[src/rtl/irq_edge_arbiter_pkg.sv]
// irq_edge_arbiter_pkg
// Shared constants, FSM state encoding and the priority encode helper used by
// the arbiter and by the downstream encoder stage.
//   N_IRQ       number of request lines (fixed at 4)
//   VEC_W       width of the encoded index
//   state_e     arbiter FSM states
//   prio_encode {valid, index} of the highest set bit (bit N_IRQ-1 highest)
//   idx_onehot  index to one-hot vector
package irq_edge_arbiter_pkg;

    localparam int N_IRQ = 4;
    localparam int VEC_W = 2;

    typedef enum logic [1:0] {
        ST_IDLE    = 2'd0,
        ST_REQ     = 2'd1,
        ST_SERVICE = 2'd2
    } state_e;

    // Ascending scan so the last (highest) set bit overwrites lower ones.
    function automatic logic [VEC_W:0] prio_encode(input logic [N_IRQ-1:0] req);
        logic [VEC_W:0] code;
        code = '0;
        for (int k = 0; k < N_IRQ; k++) begin
            if (req[k]) begin
                code = {1'b1, VEC_W'(k)};
            end
        end
        return code;
    endfunction

    function automatic logic [N_IRQ-1:0] idx_onehot(input logic [VEC_W-1:0] idx);
        return N_IRQ'(1) << idx;
    endfunction

endpackage

[src/rtl/irq_edge_arbiter_if.sv]
// irq_edge_arbiter_if
// Request/handshake bundle between the interrupt sources, the arbiter and the
// downstream sequencer.
//   irq, mask, enable   request side inputs to the arbiter
//   ack, eoi            downstream handshake into the arbiter
//   intReq, out         presented request {valid, index}
//   inService           one-hot in-service interrupt
//   pending, noSig      status
// Modports: slave = arbiter side, master = sources/sequencer side.
interface irq_edge_arbiter_if;
    import irq_edge_arbiter_pkg::*;

    logic [N_IRQ-1:0] irq;
    logic [N_IRQ-1:0] mask;
    logic             enable;
    logic             ack;
    logic             eoi;
    logic             intReq;
    logic [VEC_W:0]   out;
    logic [N_IRQ-1:0] inService;
    logic [N_IRQ-1:0] pending;
    logic             noSig;

    modport slave (
        input  irq, mask, enable, ack, eoi,
        output intReq, out, inService, pending, noSig
    );

    modport master (
        output irq, mask, enable, ack, eoi,
        input  intReq, out, inService, pending, noSig
    );

endinterface

[src/rtl/irq_edge_arbiter_capture.sv]
// irq_edge_capture
// Rising-edge detector and pending register for the request lines.
//   clk, reset  system clock, synchronous active-high reset
//   irq         raw request lines
//   clear       one-hot clear of the pending bit being acknowledged
//   pending     captured, not yet serviced requests
// Build option IRQ_SYNC_EN: route irq through a 2-flop synchronizer first.
module irq_edge_capture
    import irq_edge_arbiter_pkg::*;
(
    input  logic             clk,
    input  logic             reset,
    input  logic [N_IRQ-1:0] irq,
    input  logic [N_IRQ-1:0] clear,
    output logic [N_IRQ-1:0] pending
);

    logic [N_IRQ-1:0] irq_s;
    logic [N_IRQ-1:0] irq_prev_q;
    logic [N_IRQ-1:0] pending_q, pending_d;

`ifdef IRQ_SYNC_EN
    logic [N_IRQ-1:0] sync1_q, sync2_q;

    always_ff @(posedge clk) begin
        if (reset) begin
            sync1_q <= '0;
            sync2_q <= '0;
        end else begin
            sync1_q <= irq;
            sync2_q <= sync1_q;
        end
    end

    assign irq_s = sync2_q;
`else
    assign irq_s = irq;
`endif

    // A new edge is OR-ed in after the clear so a collision keeps the bit set.
    always_comb begin
        pending_d = (pending_q & ~clear) | (irq_s & ~irq_prev_q);
    end

    always_ff @(posedge clk) begin
        if (reset) begin
            irq_prev_q <= '0;
            pending_q  <= '0;
        end else begin
            irq_prev_q <= irq_s;
            pending_q  <= pending_d;
        end
    end

    assign pending = pending_q;

endmodule

[src/rtl/irq_edge_arbiter.sv]
// irq_edge_arbiter
// Captures request edges, arbitrates the highest unmasked pending request and
// presents it to the downstream sequencer via req/ack/eoi.
//   clk, reset  system clock, synchronous active-high reset
//   bus         irq_edge_arbiter_if.slave (requests, handshake, status)
// Build option IRQ_SYNC_EN (in irq_edge_capture) adds an input synchronizer.
//
// state      | meaning
// ST_IDLE    | waiting for enable and an eligible pending request
// ST_REQ     | request presented on out/intReq, frozen until ack or enable drop
// ST_SERVICE | request accepted, inService held until eoi
module irq_edge_arbiter
    import irq_edge_arbiter_pkg::*;
(
    input  logic               clk,
    input  logic               reset,
    irq_edge_arbiter_if.slave  bus
);

    state_e           state_q, state_d;
    logic             int_req_q, int_req_d;
    logic [VEC_W:0]   out_q, out_d;
    logic [N_IRQ-1:0] in_service_q, in_service_d;
    logic [N_IRQ-1:0] clear;
    logic [N_IRQ-1:0] pending;
    logic [N_IRQ-1:0] eligible;
    logic [VEC_W:0]   sel;

    irq_edge_capture u_capture (
        .clk     (clk),
        .reset   (reset),
        .irq     (bus.irq),
        .clear   (clear),
        .pending (pending)
    );

    assign eligible = pending & ~bus.mask;
    assign sel      = prio_encode(eligible);

    always_comb begin
        state_d      = state_q;
        int_req_d    = int_req_q;
        out_d        = out_q;
        in_service_d = in_service_q;
        clear        = '0;
        unique case (state_q)
            ST_IDLE: begin
                if (bus.enable && sel[VEC_W]) begin
                    state_d   = ST_REQ;
                    int_req_d = 1'b1;
                    out_d     = sel;
                end else begin
                    int_req_d = 1'b0;
                    out_d     = '0;
                end
            end
            ST_REQ: begin
                // ack takes precedence over an enable drop in the same cycle.
                if (bus.ack) begin
                    state_d      = ST_SERVICE;
                    int_req_d    = 1'b0;
                    out_d        = '0;
                    in_service_d = idx_onehot(out_q[VEC_W-1:0]);
                    clear        = idx_onehot(out_q[VEC_W-1:0]);
                end else if (!bus.enable) begin
                    state_d   = ST_IDLE;
                    int_req_d = 1'b0;
                    out_d     = '0;
                end
            end
            ST_SERVICE: begin
                if (bus.eoi) begin
                    state_d      = ST_IDLE;
                    in_service_d = '0;
                end
            end
            default: begin
                state_d      = ST_IDLE;
                int_req_d    = 1'b0;
                out_d        = '0;
                in_service_d = '0;
            end
        endcase
    end

    always_ff @(posedge clk) begin
        if (reset) begin
            state_q      <= ST_IDLE;
            int_req_q    <= 1'b0;
            out_q        <= '0;
            in_service_q <= '0;
        end else begin
            state_q      <= state_d;
            int_req_q    <= int_req_d;
            out_q        <= out_d;
            in_service_q <= in_service_d;
        end
    end

    assign bus.intReq    = int_req_q;
    assign bus.out       = out_q;
    assign bus.inService = in_service_q;
    assign bus.pending   = pending;
    assign bus.noSig     = (eligible == '0);

endmodule

[src/flat_wrapper.sv]
// flat-port wrapper written by rule: the top's interface ports become plain ports
module irq_edge_arbiter_flat import irq_edge_arbiter_pkg::*;
  (clk, reset, bus_irq, bus_mask, bus_enable, bus_ack, bus_eoi, bus_intReq, bus_out, bus_inService, bus_pending, bus_noSig);
  irq_edge_arbiter_if bus_i ();
  input  logic clk;
  input  logic reset;
  input wire logic [$bits(bus_i.irq)-1:0] bus_irq;
  input wire logic [$bits(bus_i.mask)-1:0] bus_mask;
  input wire logic [$bits(bus_i.enable)-1:0] bus_enable;
  input wire logic [$bits(bus_i.ack)-1:0] bus_ack;
  input wire logic [$bits(bus_i.eoi)-1:0] bus_eoi;
  output wire logic [$bits(bus_i.intReq)-1:0] bus_intReq;
  output wire logic [$bits(bus_i.out)-1:0] bus_out;
  output wire logic [$bits(bus_i.inService)-1:0] bus_inService;
  output wire logic [$bits(bus_i.pending)-1:0] bus_pending;
  output wire logic [$bits(bus_i.noSig)-1:0] bus_noSig;
  assign bus_i.irq = bus_irq;
  assign bus_i.mask = bus_mask;
  assign bus_i.enable = bus_enable;
  assign bus_i.ack = bus_ack;
  assign bus_i.eoi = bus_eoi;
  assign bus_intReq = bus_i.intReq;
  assign bus_out = bus_i.out;
  assign bus_inService = bus_i.inService;
  assign bus_pending = bus_i.pending;
  assign bus_noSig = bus_i.noSig;
  irq_edge_arbiter u_core (.clk(clk), .reset(reset), .bus(bus_i));
endmodule
[config.mk]
export PLATFORM = sky130hd
export DESIGN_NAME = irq_edge_arbiter_flat
export DESIGN_NICKNAME = d
export VERILOG_FILES = /design/src/rtl/irq_edge_arbiter_pkg.sv /design/src/rtl/irq_edge_arbiter_if.sv /design/src/rtl/irq_edge_arbiter_capture.sv /design/src/rtl/irq_edge_arbiter.sv /design/src/flat_wrapper.sv
export SDC_FILE = /design/constraint.sdc
export NUM_CORES = 1
export LEC_CHECK = 0
export CAP_MARGIN = 20
export CORE_UTILIZATION = 45
export DETAILED_ROUTE_END_ITERATION = 6
export DONT_BUFFER_PORTS = 1
export GPL_ROUTABILITY_DRIVEN = 0
export PLACE_DENSITY = 0.62
export SLEW_MARGIN = 20
export SYNTH_ARGS = -nofsm -noshare
export SYNTH_HDL_FRONTEND = slang
export SYNTH_HIERARCHICAL = 1
export SYNTH_SLANG_ARGS = --single-unit
[constraint.sdc]
create_clock -name clk -period 3.51 [get_ports clk]
set_input_delay 0.8775 -clock clk [delete_from_list [all_inputs] [get_ports clk]]
set_output_delay 0.8775 -clock clk [all_outputs]
set_load 0.1 [all_outputs]
==> impl_metrics.py, run 1 <==
metrics = {
    "flow_run": {
        "drv_cap": 0,
    },
    "global_routing": {
        "grt_max_degree": 17,
        "use_met3": 0.0776,
        "met2_usage": 0.283,
        "grt_remaining_overflow": 0,
        "grt.total_usage": 0.182,
        "grt_pass1_vias": 548,
        "grt_pass1_wl_um": 2390,
        "grt-busiest-layer": "met2",
        "antenna_found_initial": 0,
        "grtUsageMet1": 0.220,
    },
    "worst_hold_path": {
        "hold_class": "flop to flop",
        "worstHoldStart": "u_core/u_capture/irq_prev_q[1]",
    },
    "critical_path": {
        "critPathRequiredTime_ns": 2.63,
        "slowest_delay_ns": 0.50,
        "reg2reg_setup_slack_ns": 1.68,
        "reg2reg_from": "u_core/bus.out[1]",
        "arrival_ns": 1.65,
        "endpoint_kind": "primary output",
        "cpMaxStageDelayCell": "a2111oi_4",
        "critPathKind": "input pin to primary output",
        "startpoint_type": "input pin",
        "path_cells": "inv_1 -> a2111oi_4 -> buf_16",
        "crit_path_max_fanout": 3,
        "startpoint": "bus_mask[0]",
    },
    "floorplan": {
        "core_um2": 1510,
        "rows": 14,
        "ios": 26,
        "dieHeight_um": 42.3,
        "initial_utilization": 0.485,
        "dieWidth_um": 42.3,
        "die_area_um2": 1790,
    },
    "clock_tree": {
        "cts_tree": "yes",
        "insertion_delay_ns": 0.28,
        "cts.sinks": 17,
        "clk_pin_slew_ns": 0.09,
        "h-tree-depth": 1,
        "root_buffer": "clkbuf_4",
        "holdBufCountCts": 0,
        "ctsLongestPathBuffers": 2,
        "numCtsBuffers": 3,
        "cts_resized": 0,
        "post_cts_buffers": 0,
    },
    "logic_synthesis": {
        "yosysTopAreaCellShare": 0.466,
        "synthesis.instances": 75,
        "synth_seq_cells": 17,
        "synth_cell_types": 25,
        "syn_area_um2": 731,
        "seq_area_frac_synth": 0.466,
        "yosysWarnings": 6,
        "netlist_top_cells_area": "dfxtp_1, nand2b_1, a21oi_1",
        "synth_top_cell_by_area": "dfxtp_1",
        "syn_area_per_cell_um2": 9.74,
        "syn_nets": 88,
    },
    "drt": {
        "wl_um": 1390,
        "drcViolationCount": 0,
        "first_iter_violations": 14,
        "first_pass_iters": 4,
        "wl_per_cell_um": 14.1,
        "postRouteAntennaNets": 0,
        "num_vias": 547,
        "vias_per_cell": 5.53,
    },
    "timing": {
        "setup_tns_ns": 0,
        "slew_headroom": 0.256,
        "hold_slack_ns": 0.485,
        "clock_skew_ns": 0.00345,
        "hold_viol_final": 0,
        "rsz0062_at_grt": "false",
        "fmax_mhz": 395,
        "setup_viol": 0,
        "maxSlewViolCount": 0,
        "layout_setup_ws_ns": 0.980,
        "fin_crit_ns": 2.53,
        "fin_crit_sh": 0.721,
        "tightestPinTransition_ns": 1.11,
    },
    "final_layout": {
        "syn2layout_area_growth_pct": 13.0,
        "nets": 97,
        "fillCellCount": 141,
        "finalNonFillerCells": 99,
        "antenna_cells": 0,
        "utilization": 0.548,
        "drive_above_1_share": 0.169,
    },
    "power_and_ir_drop": {
        "p_leak_nw": 0.337,
        "vdd_drop_max_v": 0.000318,
        "p_per_area_nw_per_um2": 508,
    },
    "placed_design": {
        "pre_cts_ws_ns": 0.976,
        "hpwlAfterDp_um": 1060,
        "dp_cells": 95,
        "io_buffers": 0,
    },
    "run_status": {
        "outcome": "finished, final reports clean",
    },
}
==> state kept, by name (all words and copies together) (netlist names) <==
name / count
u_core/u_capture/irq_prev_q: 4
u_core/bus.inService: 4
u_core/state_q: 2
u_core/bus.out: 2
u_core/bus.intReq: 1
u_core/u_capture/pending: 4
==> placed cells by master (no fill, tap or decap), types with 2 or more instances in the layout <==
cell      instances
and3_1            2
o32ai_1           2
nor3_1            2
dfxtp_1          16
nand2_1           4
a21oi_1           8
a32o_1            2
clkbuf_4          3
inv_1             5
nor2_1            3
nor2b_1           6
buf_4             5
nand2b_1         10
==> cells by family after synthesis <==
| group | count (synthesis) | synth area share |
|---|---|---|
| AND/OR/NAND/NOR | 33 | 0.279 |
| buffers and inverters | 7 | 0.0514 |
| AO/OA/AOI/OAI | 18 | 0.204 |
| flip-flops | 17 | 0.466 |
==> layout make-up <==
cell class	count	area, um^2	area share
Clock inverter	1	5.00	0.00606
Multi-Input combinational cell	51	353	0.427
Tap cell	16	20.0	0.0242
Clock buffer	3	22.5	0.0273
Timing Repair Buffer	6	65.1	0.0788
Sequential cell	17	342	0.414
Inverter	5	18.8	0.0227
==> metrics by stage <==
step | power, mW | cell area, um^2
CTS | 0.424 | 826
detailed placement | 0.323 | 798
global placement | 0.322 | 798
finish | 0.419 | 826
floorplan | 0.304 | 731
global route | 0.440 | 826
==> layer usage <==
| layer | vias to the layer above | routed length (um) | part of all wire |
|---|---|---|---|
| met5 | - | 0 | 0 |
| met4 | 0 | 23 | 0.017 |
| met3 | 4 | 115 | 0.083 |
| met2 | 19 | 612 | 0.44 |
| met1 | 242 | 641 | 0.46 |
| li1 | 282 | - | - |
==> cells in the mapped netlist (all sizes together) <==
master / instances
a2111oi: 1
a211o: 1
a21o: 1
a21oi: 8
a32o: 2
and3: 2
and3b: 1
and4bb: 1
buf: 2
dfxtp: 17
inv: 5
nand2: 4
nand2b: 10
nand3: 1
nand3b: 1
nor2: 3
nor2b: 7
nor3: 2
nor3b: 1
o22ai: 1
o2bb2ai: 1
o31ai: 1
o32ai: 2
==> power breakdown <==
| group | internal (mW) | total (mW) | switching [mW] |
|---|---|---|---|
| Clock | 0.0423 | 0.101 | 0.0589 |
| Combinational | 0.0293 | 0.0869 | 0.0577 |
| Sequential | 0.202 | 0.231 | 0.0289 |
==> worst paths after layout <==
path                                 endpoint  depth (start not counted)
hold reg to reg   u_core/u_capture/pending[1]                          2
hold / removal    u_core/u_capture/pending[1]                          2
setup / recovery                    bus_noSig                          3
setup reg to reg  u_core/u_capture/pending[1]                          5
==> critical path, delay by kind of cell <==
kind	cells	cell delay (ns)
buffers and inverters	2	0.27
AO/OA/AOI/OAI	1	0.50
No activity file was read; power rests on OpenSTA's default activity.
==> run 2, diff against run 1 <==
PLACE_DENSITY = 0.64   (was 0.62)
clock period = 2.3 ns   (was 3.51 ns; I/O delays follow)
==> impl_metrics.py, run 2 (synthesized netlist as in run 1, its figures left out) <==
metrics = {
    "critical_path": {
        "reg2reg_setup_slack_ns": 0.94,
        "critPathKind": "flop to primary output",
        "r2r-end": "u_core/bus.intReq",
        "crit_path_max_fanout": 3,
        "cpMaxStageDelayCell": "dfxtp_4",
        "endpoint_kind": "primary output",
        "path_cells": "nor2b_4 -> a2111oi_4 -> buf_16",
        "arrival_ns": 1.61,
        "r2r_cells": 3,
        "critPathRequiredTime_ns": 1.73,
        "reg2reg_from": "u_core/u_capture/pending[1]",
        "slowest_delay_ns": 0.46,
        "startpoint_type": "flop",
    },
    "global_routing": {
        "grt_pass1_vias": 570,
        "grt_remaining_overflow": 0,
        "antenna_found_initial": 0,
        "grt_max_degree": 17,
        "grt_pass1_wl_um": 2370,
        "grt.total_usage": 0.173,
    },
    "worst_hold_path": {
        "holdPathStages": 1,
        "hold_end": "u_core/u_capture/pending[3]",
        "worstHoldStart": "reset",
        "hold_class": "input pin to flop",
    },
    "placed_design": {
        "post_dp_cell_area_um2": 858,
        "io_buffers": 0,
        "pre_cts_ws_ns": 0.424,
        "hpwlAfterDp_um": 1030,
        "dp_cells": 99,
    },
    "flow_run": {
        "drv_cap": 0,
    },
    "clock_tree": {
        "cts_resized": 0,
        "holdBufCountCts": 0,
        "insertion_delay_ns": 0.28,
        "post_cts_buffers": 0,
        "clk_pin_slew_ns": 0.09,
        "cts_tree": "yes",
        "cts.sinks": 17,
        "root_buffer": "clkbuf_4",
        "ctsLongestPathBuffers": 2,
        "numCtsBuffers": 3,
        "h-tree-depth": 1,
    },
    "power_and_ir_drop": {
        "vdd_drop_max_v": 0.000438,
        "p_per_area_nw_per_um2": 730,
        "p_leak_nw": 0.363,
        "switching_share": 0.343,
        "seq_power_share": 0.525,
        "clockPowerShare": 0.243,
        "pwr-share-comb": 0.232,
        "totalPowerFinal_uw": 646,
        "switching_power_uw": 221,
        "intPower_uw": 425,
    },
    "floorplan": {
        "dieWidth_um": 42.3,
        "die_area_um2": 1790,
        "dieHeight_um": 42.3,
        "rows": 14,
        "initial_utilization": 0.485,
        "ios": 26,
        "core_um2": 1510,
    },
    "timing": {
        "maxSlewViolCount": 0,
        "hold_viol_final": 0,
        "fin_crit_sh": 0.949,
        "fmax_mhz": 458,
        "tightestPinTransition_ns": 0.545,
        "fin_crit_ns": 2.18,
        "clock_skew_ns": 0.00251,
        "setup_viol": 0,
        "slew_headroom": 0.640,
        "rsz0062_at_grt": "false",
        "layout_setup_ws_ns": 0.118,
        "setup_tns_ns": 0,
        "hold_slack_ns": 0.338,
    },
    "drt": {
        "vias_per_cell": 5.61,
        "num_vias": 578,
        "first_pass_iters": 4,
        "wl_per_cell_um": 13.4,
        "postRouteAntennaNets": 0,
        "first_iter_violations": 10,
        "wl_um": 1380,
        "drcViolationCount": 0,
    },
    "final_layout": {
        "fillCellCount": 132,
        "multi_input_area_um2": 368,
        "finalNonFillerCells": 103,
        "nets": 101,
        "final_common_cell": "dfxtp_1",
        "utilization": 0.587,
        "layout_common_cells": "dfxtp_1, nand2b_1, buf_4",
        "finalInstanceArea_um2": 885,
        "antenna_cells": 0,
        "drive_above_1_share": 0.276,
        "syn2layout_area_growth_pct": 21.1,
        "regArea_um2": 352,
    },
    "run_status": {
        "outcome": "finished, final reports clean",
    },
}
==> run 2: power by group through the flow <==
stage	Clock, mW	Combinational, mW	Sequential, mW
6_report	0.157	0.150	0.339
5_1_grt	0.173	0.157	0.342
4_1_cts	0.162	0.151	0.340
3_5_place_dp	0	0.150	0.346
3_3_place_gp	0	0.150	0.346
2_1_floorplan	0	0.0746	0.393
==> run 2: final cells by class <==
cell class,instances,area share
clock buffer,4,0.0297
inverter,5,0.0269
timing repair buffer,10,0.107
tap,16,0.0226
sequential,17,0.397
multi-input combinational,51,0.416
==> run 2: per-layer routing <==
layer / vias to the layer above / wire [um] / global-route usage
met5: - / 0 / 0
li1: 287 / - / -
met4: 0 / 18 / 0.0938
met2: 14 / 607 / 0.255
met1: 275 / 673 / 0.232
met3: 2 / 78 / 0.0431
==> run 2: worst max path at each step <==
stage / from / to / slack, ns
2_1_floorplan: u_core/u_capture/pending[1] / bus_noSig / -0.11
3_3_place_gp: u_core/u_capture/pending[1] / bus_noSig / 0.42
3_5_place_dp: u_core/u_capture/pending[1] / bus_noSig / 0.42
4_1_cts: u_core/u_capture/pending[1] / bus_noSig / 0.1
5_1_grt: u_core/u_capture/pending[1] / bus_noSig / 0.07
6_report: u_core/u_capture/pending[1] / bus_noSig / 0.12
==> run 2: worst max-delay path, delay by kind of cell, from the launching register on <==
family	cells	cell delay (ns)
AOI/OAI and AO/OA	1	0.46
buffers and inverters	1	0.22
DFF	1	0.46
and+or+nand+nor	1	0.18
==> run 3, diff against run 2 <==
SLEW_MARGIN = not set   (was 20)
SYNTH_HIERARCHICAL = not set   (was 1)
==> impl_metrics.py, run 3 <==
metrics = {
    "run_status": {
        "outcome": "finished, final reports clean",
    },
    "timing": {
        "clock_skew_ns": 0.00411,
        "rsz0062_at_grt": "false",
        "slew_headroom": 0.639,
        "maxSlewViolCount": 0,
        "setup_tns_ns": 0,
        "tightestPinTransition_ns": 0.546,
        "fin_crit_sh": 0.786,
        "setup_viol": 0,
        "fmax_mhz": 553,
        "hold_viol_final": 0,
        "fin_crit_ns": 1.81,
    },
    "clock_tree": {
        "numCtsBuffers": 3,
        "h-tree-depth": 1,
        "cts_tree": "yes",
        "holdBufCountCts": 0,
        "clk_pin_slew_ns": 0.10,
        "cts.sinks": 17,
        "ctsLongestPathBuffers": 2,
        "root_buffer": "clkbuf_4",
        "insertion_delay_ns": 0.29,
        "cts_resized": 0,
        "post_cts_buffers": 0,
    },
    "drt": {
        "postRouteAntennaNets": 0,
        "first_pass_iters": 2,
        "num_vias": 563,
        "first_iter_violations": 5,
        "vias_per_cell": 5.52,
        "wl_um": 1350,
        "wl_per_cell_um": 13.2,
        "drcViolationCount": 0,
    },
    "floorplan": {
        "ios": 26,
        "core_um2": 1380,
        "die_area_um2": 1740,
        "rows": 13,
        "dieWidth_um": 41.7,
        "dieHeight_um": 41.7,
        "initial_utilization": 0.512,
    },
    "power_and_ir_drop": {
        "p_leak_nw": 0.331,
        "p_per_area_nw_per_um2": 761,
        "vdd_drop_max_v": 0.000429,
        "totalPowerFinal_uw": 630,
    },
    "final_layout": {
        "fillCellCount": 141,
        "regArea_um2": 343,
        "nets": 101,
        "antenna_cells": 0,
        "multi_input_area_um2": 330,
        "utilization": 0.599,
        "layout_common_cells": "dfxtp_1, buf_4, nand2b_1, a21oi_1",
        "syn2layout_area_growth_pct": 17.0,
        "finalInstanceArea_um2": 828,
        "final_common_cell": "dfxtp_1",
        "drive_above_1_share": 0.230,
    },
    "logic_synthesis": {
        "syn_nets": 88,
        "yosysMostFrequentCell": "dfxtp_1",
        "synth_seq_cells": 17,
        "yosysWarnings": 0,
        "synthFlopType": "dfxtp_1",
        "synthesis.instances": 75,
        "netlist_top_cells_area": "dfxtp_1, nand2b_1, a21oi_1",
        "syn_area_per_cell_um2": 9.44,
        "async_flop_share": 0,
        "synth_top_cell_by_area": "dfxtp_1",
        "synth_cell_types": 26,
        "syn_area_um2": 708,
        "synth_edf_count": 0,
        "synth.top_cells.by_count": "dfxtp_1, a21oi_1, nand2b_1",
        "seq_area_frac_synth": 0.481,
        "yosysTopAreaCellShare": 0.481,
    },
    "worst_hold_path": {
        "hold_class": "input pin to flop",
    },
    "critical_path": {
        "startpoint_type": "flop",
        "critPathRequiredTime_ns": 1.73,
        "critPathKind": "flop to primary output",
        "arrival_ns": 1.23,
        "endpoint_kind": "primary output",
        "crit_path_max_fanout": 3,
    },
    "placed_design": {
        "io_buffers": 0,
        "hpwlAfterDp_um": 999,
        "post_dp_cell_area_um2": 802,
    },
    "global_routing": {
        "grt.total_usage": 0.168,
        "grt_remaining_overflow": 0,
        "grt_pass1_wl_um": 2240,
        "grt_pass1_vias": 565,
        "antenna_found_initial": 0,
        "grt_max_degree": 16,
    },
    "flow_run": {
        "drv_cap": 0,
    },
}
[run 3: cells by family after synthesis]
| kind of cell | count (synthesis) | synth area share |
|---|---|---|
| simple gates | 31 | 0.272 |
| compound gates | 21 | 0.194 |
| buf+inv | 6 | 0.0530 |
| flops | 17 | 0.481 |
[run 3: metal layers]
metal,part of all wire,vias up,global-route usage
met2,0.43,17,0.247
met5,0,-,0
met3,0.073,4,0.0652
li1,-,287,-
met4,0.025,0,0.110
met1,0.47,255,0.203
[run 3: through the flow]
stage / hold slack (ns) / setup WS [ns] / cells
finish: 0.334 / 0.493 / 102
detailed placement: 0.458 / 0.525 / 98
floorplan: 0.455 / 0.00449 / 75
CTS: 0.330 / 0.486 / 102
global route: 0.320 / 0.429 / 102
global placement: 0.454 / 0.543 / 98
[run 3: worst max-delay path, stage by stage, from the launching register on]
cell and delay [ns]:
dfxtp_2 0.34, inv_1 0.03, o2111ai_1 0.27, inv_1 0.12
buf_12 0.18
[run 3: power by group]
group          internal (mW)  switching (mW)
Combinational         0.0392           0.115
Clock                 0.0674          0.0901
Sequential             0.309         0.00961
[run 3: final cells by class]
cell class	instances	area share
flip-flops and latches	17	0.414
multi-input cells	52	0.399
repair buffers	12	0.124
clock buffers	4	0.0317
inverters	2	0.00906
well taps	15	0.0227
[run 3: path summary, 6_finish.rpt]
path                                  end  cells after the start                         from  slack (ns)
setup reg to reg  u_core.bus.inService[1]                      4            u_core.bus.out[0]        0.95
setup / recovery                bus_noSig                      4  u_core.u_capture.pending[0]        0.49
hold reg to reg   u_core.bus.inService[1]                      2      u_core.bus.inService[1]        0.47
hold / removal    u_core.bus.inService[0]                      1                        reset        0.33
